===== config.mk =====
export PLATFORM = sky130hd
export DESIGN_NAME = mem_loader
export DESIGN_NICKNAME = d
export VERILOG_FILES = /design/src/rtl/mem_loader.sv
export SDC_FILE = /design/constraint.sdc
export NUM_CORES = 1
export LEC_CHECK = 0
export BUFFER_PORTS_ARGS = -buffer_cell sky130_fd_sc_hd__buf_4
export CORE_UTILIZATION = 55
export CTS_BUF_LIST = sky130_fd_sc_hd__clkbuf_8
export DETAILED_ROUTE_END_ITERATION = 10
export PLACE_DENSITY_LB_ADDON = 0.25
export SLEW_MARGIN = 20
export SYNTH_ARGS = -nofsm -noshare
export SYNTH_HDL_FRONTEND = slang
export SYNTH_SLANG_ARGS = --single-unit

===== constraint.sdc =====
create_clock -name Clk -period 2.45 [get_ports Clk]
set_input_delay 0.1225 -clock Clk [delete_from_list [all_inputs] [get_ports Clk]]
set_output_delay 0.1225 -clock Clk [all_outputs]
set_load 0.02 [all_outputs]

===== src/rtl/mem_loader.sv =====
// mem_loader: accepts a stream of DEPTH words over a valid/ready handshake and
// writes them to consecutive memory addresses 0..DEPTH-1. It keeps a word
// count and a running checksum, and pulses done once the last word is written.
//
// Handshake: a word transfers on a rising edge where in_valid=1 and
// in_ready=1. in_ready is registered and is high only while loading, so the
// source may hold in_valid high at any time without effect outside a load.
module mem_loader #(
  parameter int DATA_W = 8,
  parameter int ADDR_W = 8
) (
  input  logic                     Clk,
  input  logic                     Rst,
  input  logic                     go,
  input  logic                     in_valid,
  input  logic [DATA_W-1:0]        in_data,
  output logic                     in_ready,
  output logic                     W_en,
  output logic [ADDR_W-1:0]        W_addr,
  output logic [DATA_W-1:0]        W_data,
  output logic                     busy,
  output logic                     done,
  output logic [ADDR_W:0]          count,
  output logic [DATA_W+ADDR_W-1:0] checksum,
  output logic [1:0]               dbg_state
);

  typedef enum logic [1:0] {
    IDLE  = 2'd0,
    LOAD  = 2'd1,
    FLUSH = 2'd2,
    DONE  = 2'd3
  } state_t;

  // Count value at which the next accepted word is the last one (DEPTH-1).
  localparam logic [ADDR_W:0] LAST = {1'b0, {ADDR_W{1'b1}}};

  state_t                     state, state_n;
  logic                       in_ready_n;
  logic                       w_en_n;
  logic [ADDR_W-1:0]          w_addr_n;
  logic [DATA_W-1:0]          w_data_n;
  logic                       busy_n;
  logic                       done_n;
  logic [ADDR_W:0]            count_n;
  logic [DATA_W+ADDR_W-1:0]   checksum_n;
  logic                       handshake;

  assign handshake = in_valid & in_ready;
  assign dbg_state = state;

  // Next-state and next-output decode; every output is registered below.
  always_comb begin
    state_n    = state;
    in_ready_n = 1'b0;
    w_en_n     = 1'b0;
    w_addr_n   = W_addr;
    w_data_n   = W_data;
    busy_n     = 1'b0;
    done_n     = 1'b0;
    count_n    = count;
    checksum_n = checksum;
    case (state)
      IDLE: begin
        if (go) begin
          state_n    = LOAD;
          in_ready_n = 1'b1;
          busy_n     = 1'b1;
          count_n    = '0;
          checksum_n = '0;
        end
      end
      LOAD: begin
        busy_n     = 1'b1;
        in_ready_n = 1'b1;
        if (handshake) begin
          w_en_n     = 1'b1;
          w_addr_n   = count[ADDR_W-1:0];
          w_data_n   = in_data;
          count_n    = count + 1'b1;
          checksum_n = checksum + {{ADDR_W{1'b0}}, in_data};
          // Drop in_ready on the same edge as the final word so word
          // DEPTH+1 can never be accepted.
          if (count == LAST) begin
            state_n    = FLUSH;
            in_ready_n = 1'b0;
          end
        end
      end
      FLUSH: begin
        // Final write is on the outputs during this cycle.
        state_n = DONE;
        done_n  = 1'b1;
      end
      DONE: begin
        state_n = IDLE;
      end
      default: begin
        state_n = IDLE;
      end
    endcase
  end

  // State and output registers; reset aborts any load in progress.
  always_ff @(posedge Clk or posedge Rst) begin
    if (Rst) begin
      state    <= IDLE;
      in_ready <= 1'b0;
      W_en     <= 1'b0;
      W_addr   <= '0;
      W_data   <= '0;
      busy     <= 1'b0;
      done     <= 1'b0;
      count    <= '0;
      checksum <= '0;
    end else begin
      state    <= state_n;
      in_ready <= in_ready_n;
      W_en     <= w_en_n;
      W_addr   <= w_addr_n;
      W_data   <= w_data_n;
      busy     <= busy_n;
      done     <= done_n;
      count    <= count_n;
      checksum <= checksum_n;
    end
  end

endmodule


Word-level counts from Yosys, hierarchy flattened
Cells that the tools add are included.
- output and inout port bits: 47
- bits in registers: 47
- bits of input ports: 12
- logic and storage cells: 42
- bitwise logic cells: 1
- eq/ne operators: 7
- reduce and logical (&&, ||, !) cells: 5
- muxes and demuxes: 18
- $add $sub $neg: 2
- operators with widths (cell ; number):
    16-bit 2-to-1 mux ; 2
    16-bit one-hot mux with 2 select lines ; 1
    9-bit 2-to-1 mux ; 2
    9-bit one-hot mux with 2 select lines ; 1
    16-bit by 8-bit adder with 16-bit output ; 1
    9-bit by 1-bit adder with 9-bit output, second input constant ; 1
    9-bit by 8-bit equality test with 1-bit output, second input constant ; 1
    2-bit one-hot mux with 4 select lines ; 1
    1-bit 2-to-1 mux ; 6
    2-bit 2-to-1 mux ; 3
    2-bit inequality test, second input constant ; 3
    3-bit AND reduction ; 2
    2-bit equality test, second input constant ; 2
    1-bit one-hot mux with 2 select lines ; 2
    2-bit by 1-bit equality test with 1-bit output, second input constant ; 1
    2-bit zero test ; 1
    2-bit AND reduction ; 1
    2-bit nonzero test ; 1
    1-bit AND ; 1

Longest topological paths before layout
Gate-level depths: netlist of the first run.
- word-level depth: 4
- gate-level depth with buffers: 8
- gate-level depth less buffers: 8

Least setup slack after synthesis of the first run
No wires, ideal clock.
- path type: register -> register
- from: reg checksum[0]
- to: reg checksum[14]
- cell stages (with the launch flop): 9
- arrival: 2.279 ns
- setup time: 0.078 ns
- setup slack: 0.093 ns
- required time: 2.372 ns
- path buffers: 0
- clock period less this slack: 2.357 ns
- cells stage by stage: dfrtp_1 -> ha_1 -> inv_1 -> fa_1 -> nand2b_1 -> a21oi_1 -> a21oi_1 -> or4_1 -> a21oi_1
- longest elaborated chain between the ends: 3
- RTL lines (item ; line ; RTL):
    from (decl) ; 24 ; output logic [DATA_W+ADDR_W-1:0] checksum,
    from (signal assigned) ; 125 ; checksum <= checksum_n;
    16-bit by 8-bit adder with 16-bit output ; 81 ; checksum_n = checksum + {{ADDR_W{1'b0}}, in_data};
    16-bit 2-to-1 mux ; 76 ; if (handshake) begin
    16-bit one-hot mux with 2 select lines ; 63 ; case (state)
No other way between the ends. The select of a mux whose other input is x is not followed.
A chain may end at the register's enable or synchronous reset.

Worst setup path in the final report of the first run
Ends and elaborated chain as after synthesis.

==> results by group, run 1 <==
Run status
  • Status: completed

Worst setup path
  • Cell seen most often among critical-path stages: a21oi_1
  • Crit-path leading delay family: simple AND/OR/NAND/NOR gates
  • Max incr delay on CP: 0.51 ns
  • CP endpoint: checksum[14]
  • R2R Setup Slk: 0.11 ns
  • Setup CP Type: flop to flop
  • WP depth: 8
  • Worst reg2reg path endpoint: checksum[14]
  • RR Startpoint: checksum[0]
  • Crit path max fanout: 6
  • Worst path cell trace: ha_1 -> inv_1 -> fa_1 -> nand2b_1 -> a21oi_1 -> a21oi_2 -> or4_1 -> a21oi_1
  • Critical Path Source: checksum[0]
  • WP data required: 2.69 ns
  • Worst R2R Path Depth: 8
  • WP data arrival: 2.58 ns
  • Crit end category: flop
  • Crit-path slowest cell: or4_1
  • WP buf/inv: 1
  • Startpoint Class: flop

Synth
  • Synth area leaders: dfrtp_1 (50%), mux2_2 (7.2%), ha_1 (6.9%)
  • Netlist Area Pre-Place: 2340 sq um
  • Number of enable flip-flop cells after synthesis: 0
  • Post-synth cell types: 34
  • Post-synth net total: 248
  • Biggest area consumer among synthesized cells: dfrtp_1
  • Syn_area_per_cell: 10.6 sq um
  • Yosys warns: 0
  • Most common flop cell mapped by yosys: dfrtp_1
  • Seq/Total Area, Yosys: 50.2%
  • Cells after Synth: 222
  • Number of synthesized register bits: 47
  • Synth top area share: 50.2%
  • Post-synth ARST share: 100%

Detailed routing
  • Post-Route WL: 5170 microns
  • Vias: 1946
  • DR WL/cell: 15.1 microns
  • Drt drc: 0
  • 1st-iter DRT viols: 128
  • First-pass DRT Iterations: 4
  • DRT antenna net count: 0
  • Drt via density: 5.69

Floorplanning
  • Initial Utilization: 57.8%
  • Die Span X: 67.3 microns
  • Die area: 4530 sq um
  • Placeable Area: 4060 sq um
  • # rows: 23
  • Io pins: 59
  • Die Y: 67.3 microns

STA
  • Worst relative slew slack: 36.0%
  • Hold WS: 0.0370 ns
  • Setup ws final: 0.106 ns
  • Min cycle time layout: 2.34 ns
  • Slew @ Worst Pin: 0.959 ns
  • Final Hold Viols: 0
  • Final setup viols: 0
  • Fin. max-slew vios: 0
  • Final Skew: 0.00700 ns
  • Final worst-path cycle share: 95.7%
  • Fmax: 427 MHz

GRT
  • Total Routing Usage GR: 25.4%
  • Antenna violations before repair: 0
  • Global-route wire length before repair: 8420 microns
  • Largest net degree at the start of global routing: 48
  • Vias in the first global route: 1809
  • Total gr overflow: 0

Layout
  • Layout Utilization: 73.4%
  • Share of layout cells above drive strength 1: 31.5%
  • Nets: 317
  • Area grow syn2layout: 26.9%
  • Finished Layout Cells: 342
  • N_diodes: 0
  • Final instance area: 2980 sq um

Clock tree
  • Num CTS Buffers: 5
  • Num Clock Sinks: 47
  • CTS tree: built
  • Clock Root Buffer: clkbuf_8
  • Later-pin clock latency in the skew report: 0.30 ns
  • Resized cells post-CTS: 0
  • Max clock buf depth: 2
  • Htree depth: 2
  • Setup repair bufs after CTS: 0
  • CTS clk-pin slew, worst paths: 0.08 ns
  • Post-CTS Hold Fix Bufs: 0

Power
  • Leak Pwr: 1.53 nW
  • Worst vdd rail ir drop: 730 uV
  • Power Density: 1110 nW/um^2

Placement
  • Final GP Congestion: 0.843
  • DP Area: 2890 sq um
  • Dpl cells: 334
  • Port bufs: 58
  • Dpl hpwl: 3780 microns
  • Place WS: 0.186 ns

Run
  • Max-cap violations: 0

Hold path
  • Hold crit path type: input pin to async pin
## synthesized netlist by cell type (5+ instances only)
library cell  count
dfrtp_1          47
a211oi_1          5
inv_1            10
mux2_2           15
nand3_1          15
xor2_1            7
ha_1             13
nand4_1           5
a21oi_1          11
o21ai_0          15
nand2_1          18
nor2_1           14
a21o_1            5
## power breakdown
| part | switching, W | internal, W | total (W) |
|---|---|---|---|
| registers | 0.000172 | 0.00100 | 0.00117 |
| logic | 0.000939 | 0.000727 | 0.00167 |
| clock network | 0.000260 | 0.000195 | 0.000455 |
| total | 0.00137 | 0.00192 | 0.00329 |
## placed cells by master, fill, tap and decap left out, drive strengths merged, types with 2 or more instances in the layout
cell | netlist | layout
buf | 0 | 66
dfrtp | 47 | 47
nand2 | 18 | 18
o21ai | 15 | 15
nand3 | 15 | 15
mux2 | 15 | 15
nor2 | 14 | 14
ha | 13 | 13
a21oi | 11 | 11
inv | 10 | 11
xor2 | 7 | 7
a21o | 5 | 5
a211oi | 5 | 5
nand4 | 5 | 5
clkbuf | 4 | 5
nand2b | 4 | 4
o211ai | 4 | 4
or3 | 4 | 4
or4 | 4 | 4
o31ai | 3 | 3
or2 | 3 | 3
and3 | 2 | 2
xnor2 | 2 | 2
a32o | 2 | 2
## worst min path at each step
stage                    to  slack [ns]
2_1_floorplan      in_ready        0.24
6_report       dbg_state[1]        0.04
5_1_grt           W_data[6]        0.06
4_1_cts           W_data[2]        0.05
3_3_place_gp       in_ready        0.37
3_5_place_dp       in_ready        0.37
## cells by family (layout without fill, tap and decap cells)
family	after synthesis	in the layout	share of synthesized area, %
fa+ha+maj	14	14	7.79
flops	47	47	50.2
buf+inv	14	84	2.24
simple gates	71	71	14.9
xor+xnor	9	9	3.36
compound gates	52	52	14.3
mux	15	15	7.20
## state kept, by name (all words and copies together) (netlist names)
register / cells
W_en: 1
W_data: 8
done: 1
W_addr: 8
count: 9
dbg_state: 2
checksum: 16
in_ready: 1
busy: 1
## cell type report
type,count,area (sq um)
Fill cell,308,1080
Inverter,10,37.5
Tap cell,50,62.6
Clock inverter,3,16.3
Timing Repair Buffer,66,495
Clock buffer,5,68.8
Sequential cell,47,1180
Multi-Input combinational cell,161,1120
## per-layer routing
metal,wire [microns],track usage [%],up-vias
li1,-,-,945
met1,2260,31.9,924
met2,2530,42.5,69
met3,287,5.07,8
met4,86,10.6,0
met5,0,0,-
## per-stage QoR
stage | power, W | TNS [ns]
5_1_grt | 0.00353 | -0.0779
4_1_cts | 0.00331 | 0
6_report | 0.00329 | 0
3_3_place_gp | 0.00279 | 0
2_1_floorplan | 0.00218 | 0
3_5_place_dp | 0.00284 | 0
Power figures use the tool's default switching activity.
==> inputs of run 2 (changes only) <==
--- a/config.mk
+++ b/config.mk
@@ -9,6 +9,7 @@
 export CORE_UTILIZATION = 55
 export CTS_BUF_LIST = sky130_fd_sc_hd__clkbuf_8
 export DETAILED_ROUTE_END_ITERATION = 10
+export GPL_TIMING_DRIVEN = 0
 export PLACE_DENSITY_LB_ADDON = 0.25
 export SLEW_MARGIN = 20
 export SYNTH_ARGS = -nofsm -noshare
==> run 2 against run 1 <==
Critical endpoint unchanged; count of clock-buffer cells in the layout unchanged; register-to-register slack better by 0.04 ns; highest routed layer unchanged; utilization grew 1.1 points; flip-flop and latch count stayed put; critical path depth is the same; final cell count fell by 0.58%.
==> results by group, run 2 (same netlist as run 1, synthesis figures left out) <==
STA
  • Final setup viols: 0
  • Fmax: 434 MHz
  • Hold WS: 0.0568 ns
  • Final Hold Viols: 0
  • Setup ws final: 0.144 ns
  • Fin. max-slew vios: 0
  • Min cycle time layout: 2.31 ns
  • Final Skew: 0.00708 ns
  • Worst relative slew slack: 61.5%
  • Final worst-path cycle share: 94.1%
  • Slew @ Worst Pin: 0.578 ns

GRT
  • Global-route wire length before repair: 8630 microns
  • Total Routing Usage GR: 26.2%
  • Total gr overflow: 0
  • Antenna violations before repair: 0
  • Largest net degree at the start of global routing: 25
  • Vias in the first global route: 1888

Power
  • Switch share: 41.2%
  • Worst vdd rail ir drop: 931 uV
  • Logic pwr share: 48.6%
  • Power Density: 1130 nW/um^2
  • Leak Pwr: 1.53 nW
  • Psw: 0.00140 W
  • Internal power: 0.00200 W
  • Clock power frac: 16.8%
  • Reg power frac: 34.6%

Placement
  • DP Area: 2870 sq um
  • Port bufs: 58
  • Final GP Congestion: 0.818
  • Place WS: -0.0659 ns
  • Dpl hpwl: 3880 microns

Clock tree
  • Later-pin clock latency in the skew report: 0.31 ns
  • CTS tree: built
  • Num CTS Buffers: 5
  • CTS clk-pin slew, worst paths: 0.08 ns
  • Num Clock Sinks: 47
  • Clock Root Buffer: clkbuf_8
  • Htree depth: 2
  • Max clock buf depth: 2

Worst setup path
  • WP buf/inv: 1
  • Crit path max fanout: 6
  • Crit-path slowest cell: or4_1
  • Crit end category: flop
  • RR Startpoint: checksum[0]
  • WP data required: 2.68 ns
  • Crit-path leading delay family: simple AND/OR/NAND/NOR gates
  • Worst path cell trace: ha_2 -> inv_1 -> fa_1 -> nand2b_4 -> a21oi_4 -> a21oi_2 -> or4_1 -> a21oi_1
  • Startpoint Class: flop
  • WP data arrival: 2.54 ns
  • Critical Path Source: checksum[0]
  • Setup CP Type: flop to flop
  • Max incr delay on CP: 0.51 ns

Detailed routing
  • Drt via density: 5.76
  • DRT antenna net count: 0
  • Drt drc: 0
  • DR WL/cell: 15.7 microns
  • First-pass DRT Iterations: 4
  • Post-Route WL: 5340 microns
  • 1st-iter DRT viols: 135
  • Vias: 1957

Layout
  • Top Registers: checksum: 16 flops, count: 9 flops
  • Nets: 315
  • Commonest non-fill, non-tap cell in the layout: buf_4
  • Share of layout cells above drive strength 1: 31.4%
  • Final instance area: 3020 sq um
  • Most flops, register: checksum
  • N_diodes: 0
  • Area grow syn2layout: 28.9%
  • Most frequent cells in the layout: buf_4 (58), dfrtp_1 (47), nand2_1 (18)
  • Largest register FFs: 16
  • Layout Utilization: 74.5%

Floorplanning
  • Placeable Area: 4060 sq um
  • # rows: 23
  • Die Span X: 67.3 microns
  • Die area: 4530 sq um
  • Io pins: 59
  • Initial Utilization: 57.8%
  • Die Y: 67.3 microns

Run
  • Max-cap violations: 0

Hold path
  • Hold crit path type: input pin to flop
  • Worst Hold Launch: in_data[0]

Run status
  • Status: completed
[run 2: cell count changes in the layout (fill, tap and decap cells not counted), moves of 2 or more]
cell | previous run | this run
ha_2 | 0 | 2
buf_4 | 66 | 58
ha_1 | 13 | 11
clkbuf_1 | 0 | 3
[run 2: timing repair]
action | 4_1_cts | 5_1_grt
gates resized for setup | 1 | 8
pin swaps | 0 | 1
buffers inserted | 0 | 0
hold buffers | 1 | 0
hold endpoints to repair | 23 | 0
setup endpoints to repair | 1 | 9
[run 2: routing by layer]
| metal | GRT usage (%) | share of wire, % | vias to the layer above |
|---|---|---|---|
| met3 | 5.57 | 4.8 | 10 |
| met5 | 0 | 0 | - |
| met4 | 9.84 | 1.8 | 0 |
| met2 | 45.4 | 51 | 65 |
| li1 | - | - | 940 |
| met1 | 31.8 | 43 | 942 |
[run 2: path summary, 6_finish.rpt]
| kind | to | slack [ns] | cells after the start |
|---|---|---|---|
| hold reg to reg | W_data[1] | 0.49 | 2 |
| max in group asynchronous | checksum[12] | 1.54 | 4 |
| hold / removal | W_data[0] | 0.06 | 2 |
| setup reg to reg | checksum[14] | 0.14 | 8 |
| min in group asynchronous | checksum[7] | 0.42 | 3 |
| setup / recovery | checksum[14] | 0.14 | 8 |
[run 2: stage by stage]
step	setup TNS [ns]	std cells	total power, W
CTS	0	340	0.00338
floorplan	0	222	0.00218
global route	-0.000828	340	0.00363
detailed placement	-0.0659	331	0.00280
global placement	0	330	0.00272
finish	0	340	0.00340
[run 2: layout make-up]
| class | instances | area, sq um |
|---|---|---|
| buffer | 4 | 16.3 |
| fill | 315 | 1040 |
| inverter | 10 | 37.5 |
| clock buffer | 5 | 68.8 |
| clock inverter | 3 | 43.8 |
| multi-input combinational | 161 | 1140 |
| sequential | 47 | 1180 |
| timing repair buffer | 60 | 473 |
| tap | 50 | 62.6 |
[run 2: power by group through the flow]
stage	combinational, W	sequential (W)	clock [W]
6_report	0.00165	0.00118	0.000572
5_1_grt	0.00181	0.00120	0.000612
4_1_cts	0.00162	0.00118	0.000586
3_5_place_dp	0.00161	0.00119	0
3_3_place_gp	0.00155	0.00117	0
2_1_floorplan	0.000749	0.00143	0
